[src/rtl/operand_reducer.sv]
// Streaming reducer: folds NUM_OPS unsigned operands into one sum/max/min/average result.
// Optional macro OPERAND_REDUCER_SAT_EN clamps an overflowing sum instead of wrapping it.
module operand_reducer #(
    parameter int WIDTH   = 4,
    parameter int NUM_OPS = 4
) (
    input  logic                       clk,
    input  logic                       rst_n,
    input  logic                       in_valid,
    output logic                       in_ready,
    input  logic [WIDTH-1:0]           in_data,
    input  logic [1:0]                 mode,
    output logic                       out_valid,
    input  logic                       out_ready,
    output logic [WIDTH:0]             result,
    output logic [$clog2(NUM_OPS):0]   count
);
    localparam int LOGN  = $clog2(NUM_OPS);
    localparam int CNT_W = LOGN + 1;
    localparam int ACC_W = WIDTH + LOGN;
    localparam int RES_W = WIDTH + 1;
    localparam logic [CNT_W-1:0] LAST_IDX = CNT_W'(NUM_OPS - 1);

    localparam logic [1:0] MODE_SUM = 2'b00;
    localparam logic [1:0] MODE_MAX = 2'b01;
    localparam logic [1:0] MODE_MIN = 2'b10;
    localparam logic [1:0] MODE_AVG = 2'b11;

    typedef enum logic [1:0] {IDLE, ACCUM, DONE} state_t;

    state_t             state_q, state_d;
    logic [1:0]         mode_q, mode_d;
    logic [ACC_W-1:0]   acc_q, acc_d;
    logic [CNT_W-1:0]   count_q, count_d;
    logic [RES_W-1:0]   result_q, result_d;
    logic               out_valid_q, out_valid_d;
    logic               in_ready_q, in_ready_d;
    logic               accept;
    logic [ACC_W-1:0]   operand;

    // Maps the final accumulator to the presented result for the latched op.
    function automatic logic [RES_W-1:0] finalize(input logic [1:0] m, input logic [ACC_W-1:0] a);
        logic [ACC_W-1:0] shifted;
        logic [RES_W-1:0] r;
        shifted = a >> LOGN;
        case (m)
            MODE_AVG: r = shifted[RES_W-1:0];
            MODE_MAX,
            MODE_MIN: r = a[RES_W-1:0];
            default: begin
`ifdef OPERAND_REDUCER_SAT_EN
                if (a > ACC_W'({RES_W{1'b1}})) r = {RES_W{1'b1}};
                else                           r = a[RES_W-1:0];
`else
                r = a[RES_W-1:0];
`endif
            end
        endcase
        return r;
    endfunction

    assign accept  = in_valid && in_ready_q && (state_q != DONE);
    assign operand = ACC_W'(in_data);

    always_comb begin
        state_d     = state_q;
        mode_d      = mode_q;
        acc_d       = acc_q;
        count_d     = count_q;
        result_d    = result_q;
        out_valid_d = out_valid_q;
        case (state_q)
            IDLE: begin
                if (accept) begin
                    mode_d  = mode;
                    acc_d   = operand;
                    count_d = CNT_W'(1);
                    state_d = ACCUM;
                end
            end
            ACCUM: begin
                if (accept) begin
                    case (mode_q)
                        MODE_MAX: acc_d = (operand > acc_q) ? operand : acc_q;
                        MODE_MIN: acc_d = (operand < acc_q) ? operand : acc_q;
                        default:  acc_d = acc_q + operand;
                    endcase
                    count_d = count_q + CNT_W'(1);
                    if (count_q == LAST_IDX) begin
                        state_d     = DONE;
                        out_valid_d = 1'b1;
                        result_d    = finalize(mode_q, acc_d);
                    end
                end
            end
            DONE: begin
                if (out_valid_q && out_ready) begin
                    state_d     = IDLE;
                    acc_d       = '0;
                    count_d     = '0;
                    result_d    = '0;
                    out_valid_d = 1'b0;
                end
            end
            default: state_d = IDLE;
        endcase
        // Ready is registered, so it drops on the same edge that enters DONE.
        in_ready_d = (state_d != DONE);
    end

    always_ff @(posedge clk or negedge rst_n) begin
        if (!rst_n) begin
            state_q     <= IDLE;
            mode_q      <= MODE_SUM;
            acc_q       <= '0;
            count_q     <= '0;
            result_q    <= '0;
            out_valid_q <= 1'b0;
            in_ready_q  <= 1'b0;
        end else begin
            state_q     <= state_d;
            mode_q      <= mode_d;
            acc_q       <= acc_d;
            count_q     <= count_d;
            result_q    <= result_d;
            out_valid_q <= out_valid_d;
            in_ready_q  <= in_ready_d;
        end
    end

    assign in_ready  = in_ready_q;
    assign out_valid = out_valid_q;
    assign result    = result_q;
    assign count     = count_q;
endmodule
[config.mk]
export PLATFORM = sky130hd
export DESIGN_NAME = operand_reducer
export DESIGN_NICKNAME = d
export VERILOG_FILES = /design/src/rtl/operand_reducer.sv
export SDC_FILE = /design/constraint.sdc
export NUM_CORES = 1
export LEC_CHECK = 0
export BUFFER_PORTS_ARGS = -buffer_cell sky130_fd_sc_hd__buf_2
export CAP_MARGIN = 20
export CORE_MARGIN = 8
export CORE_UTILIZATION = 55
export CTS_CLUSTER_DIAMETER = 60
export DETAILED_ROUTE_END_ITERATION = 8
export PLACE_DENSITY = 0.76
export SYNTH_ARGS = -nofsm -noshare
export SYNTH_HDL_FRONTEND = slang
export SYNTH_SLANG_ARGS = --single-unit
[constraint.sdc]
create_clock -name clk -period 3.4 [get_ports clk]
set_input_delay 0.17 -clock clk [delete_from_list [all_inputs] [get_ports clk]]
set_output_delay 0.17 -clock clk [all_outputs]
set_load 0.01 [all_outputs]
==> run_results.csv <==
group,metric,value,unit
cts,cts_tree,"built",
final_layout,final_nets,234,
logic_synthesis,syn_nets,214,
routing,drtIter0Drc,88,
setup_path,worstPathMaxFanout,5,
pwr,power_density,926,nW/um^2
logic_synthesis,async_reset_ff_share,100,%
logic_synthesis,synth_edf_count,0,
timing,finalCritPeriodShare,70.6,%
final_layout,insertedDiodeCount,0,
final_layout,multi_input_area,1000,sq um
cts,numCtsBuffers,3,
global_route,antenna_found_initial,0,
die,start_util,57.8,%
hold_path,holdPathEnd,"mode_q[1]$_DFFE_PN0P_",
setup_path,reg2regPathDepth,8,
final_layout,utilization,63.7,%
timing,slew_headroom,70.2,%
global_route,grt_overflow,0,
cts,post_cts_buffers,0,
timing,setup_viol,0,
routing,wl,3730,um
cts,cts.sinks,20,
routing,drc,0,
setup_path,cp.arrival,2.59,ns
setup_path,worstPathRequired,3.58,ns
setup_path,r2r_slack,1.0,ns
setup_path,critPathSlowestCell,"dfrtp_1",
cts,cts_max_level,1,
final_layout,stdcell_area,1740,sq um
setup_path,timing.rr.start,"acc_q[3]$_DFFE_PN0P_",
die,dieArea,4840,sq um
placed_design,place.gp.congestion,0.886,
cts,cts_hold_buf,1,
placed_design,dpl-instance-area,1690,sq um
global_route,grt_pass1_vias,1384,
logic_synthesis,syn_inst,185,
die,row_count,19,
final_layout,area_growth,10.1,%
timing,fin_crit,2.40,ns
placed_design,hpwl,2980,um
routing,vias,1420,
final_layout,seqCellArea,500,sq um
logic_synthesis,yosysSeqAreaShare,31.7,%
run_status,status,"finished clean",
setup_path,r2r-end,"result[1]$_DFFE_PN0P_",
routing,dr.pass1.iters,4,
die,coreArea,2730,sq um
pwr,ir_worst_vdd,780,uV
timing,hold_ws,0.0962,ns
routing,antenna_left,0,
hold_path,holdPathStages,2,
logic_synthesis,postSynthAreaPerCell,8.54,sq um
die,io_pins,20,
timing,max_freq,0.416,GHz
timing,slew_viol_final,0,
logic_synthesis,yosysWarnings,0,
routing,via_per_inst,6.04,
cts,ctsResizeCount,0,
final_layout,fill_cells,231,
hold_path,min_path_type,"in -> reg",
setup_path,crit_chain,"inv_1, ha_1, a21oi_1, or3_1, a32oi_4, mux2i_1, o311ai_1, nand3_1",
timing,tns,0,ns
cts,cts_max_path_buffers,2,
cts,clock_latency,0.30,ns
flow_run,maxCapViolations,0,
timing,rsz0062_at_grt,"false",
logic_synthesis,netlist_area,1580,sq um
placed_design,port_buffers,19,
global_route,grt_max_degree,21,
setup_path,cp-end-kind,"register",
logic_synthesis,synth_ff_type,"dfrtp_1",
timing,tightest_slew,0.447,ns
hold_path,min-delay-start,"mode[1]",
logic_synthesis,ys_ff_latch,20,
die,die_x,69.6,um
global_route,grt_pass1_wl,6440,um
final_layout,fin_cells,235,
final_layout,drive_gt1_share,14.7,%
setup_path,critPathLaunchType,"register",
timing,fin_skew,0.00724,ns
routing,wire_per_inst,15.9,um
logic_synthesis,ys_types,42,
global_route,grt_usage,15.6,%
setup_path,crit_type,"reg -> reg",
die,die_y,69.6,um
cts,clk_pin_slew_worst_paths,0.12,ns
setup_path,critPathMaxStageDelay,0.42,ns
pwr,p_leak,0.845,nW
timing,hold_viol,0,
placed_design,dp.cells,230,
cts,cts_root_buf,"clkbuf_4",
[cell usage after synthesis (2+ instances only)]
library cell	number	area share, %
nand4_1	2	0.79
o21ai_0	11	3.5
o221ai_1	2	1.1
mux2_2	2	1.4
nor2_1	9	2.1
o311ai_1	3	1.7
a22oi_1	3	1.4
and2_1	2	0.79
or3_1	2	0.79
nand2b_1	6	2.4
o31ai_1	5	2.4
nand2_1	34	8.1
nor3_1	2	0.63
nor2b_1	2	0.79
nand3_1	3	0.95
a21oi_1	11	3.5
inv_1	15	3.6
o211ai_1	3	1.4
mux2i_1	6	3.8
xor2_1	2	1.1
clkbuf_1	3	0.71
ha_1	18	14
dfrtp_1	20	32
[routing by layer]
layer  vias to the layer above  part of all wire (%)  routed length (um)  GRT usage (%)
met3                         5                   4.5                 169           1.57
met4                         0                   1.2                  44           5.47
met5                         -                     0                   0              0
met2                        48                    49                1820           26.3
met1                       679                    45                1690           19.8
li1                        688                     -                   -              -
[area by class of cell]
class / count / area share, %
Inverter: 15 / 3.24
Sequential cell: 20 / 28.8
Tap cell: 31 / 2.23
Timing Repair Buffer: 20 / 6.04
Clock buffer: 4 / 2.08
Multi-Input combinational cell: 145 / 57.7
[worst max-delay path: cells and delay by family, from the launching register on]
| family | cells | cell delay (ns) |
|---|---|---|
| AO/OA/AOI/OAI | 3 | 0.75 |
| adder cells (fa/ha/maj) | 1 | 0.33 |
| multiplexers | 1 | 0.17 |
| AND/OR/NAND/NOR | 2 | 0.52 |
| flip-flops | 1 | 0.42 |
| buffers and inverters | 1 | 0.08 |
[per-stage QoR]
stage | setup WS [ns] | power [W]
3_5_place_dp | 1.02 | 0.00146
3_3_place_gp | 1.13 | 0.00143
6_report | 0.998 | 0.00161
4_1_cts | 1.01 | 0.00161
5_1_grt | 0.811 | 0.00176
2_1_floorplan | 1.27 | 0.00120
[state kept, by name (all words and copies together), names as in the netlist]
name / flops
acc_q: 6
result: 5
count: 3
mode_q: 2
state_q: 2
in_ready: 1
out_valid: 1
[power by group]
part / total [W] / switching [W] / internal (W)
Clock: 0.000139 / 0.0000739 / 0.0000654
Combinational: 0.00107 / 0.000668 / 0.000399
Sequential: 0.000406 / 0.0000856 / 0.000320
Total: 0.00161 / 0.000828 / 0.000785
[how the worst max path moves through the flow]
stage               slack (ns)                    end            startpoint
floorplan                 1.27  result[3]$_DFFE_PN0P_  acc_q[3]$_DFFE_PN0P_
CTS                       1.01  result[1]$_DFFE_PN0P_  acc_q[3]$_DFFE_PN0P_
global placement          1.13  result[1]$_DFFE_PN0P_  acc_q[3]$_DFFE_PN0P_
detailed placement        1.02  result[1]$_DFFE_PN0P_  acc_q[3]$_DFFE_PN0P_
global route              0.81  result[2]$_DFFE_PN0P_  acc_q[3]$_DFFE_PN0P_
finish                     1.0  result[1]$_DFFE_PN0P_  acc_q[3]$_DFFE_PN0P_
[logic make-up after synthesis]
family                   after synthesis  share of synthesized area, %
buffers and inverters                 20                          4.83
flip-flops                            20                          31.7
AO/OA/AOI/OAI                         47                          20.7
AND/OR/NAND/NOR                       68                          20.3
XOR/XNOR                               3                          1.66
adder cells (fa/ha/maj)               19                          15.5
multiplexers                           8                          5.23
[placed cells by master (no fill, tap or decap), types with 2 or more instances in the layout]
cell type	netlist	final
clkbuf_4	0	3
nand3_1	3	3
nand2_1	34	34
and2_1	2	2
nor2_1	9	9
nand2b_1	6	6
o21ai_0	11	11
mux2i_1	6	6
nor2b_1	2	2
o31ai_1	5	5
or3_1	2	2
nand4_1	2	2
inv_1	15	15
nor3_1	2	2
mux2_2	2	2
xor2_1	2	2
a21oi_1	11	11
ha_1	18	18
a22oi_1	3	3
dfrtp_1	20	20
o211ai_1	3	3
buf_2	1	19
o221ai_1	2	2
o311ai_1	3	3
No activity file was read; power rests on OpenSTA's default activity.
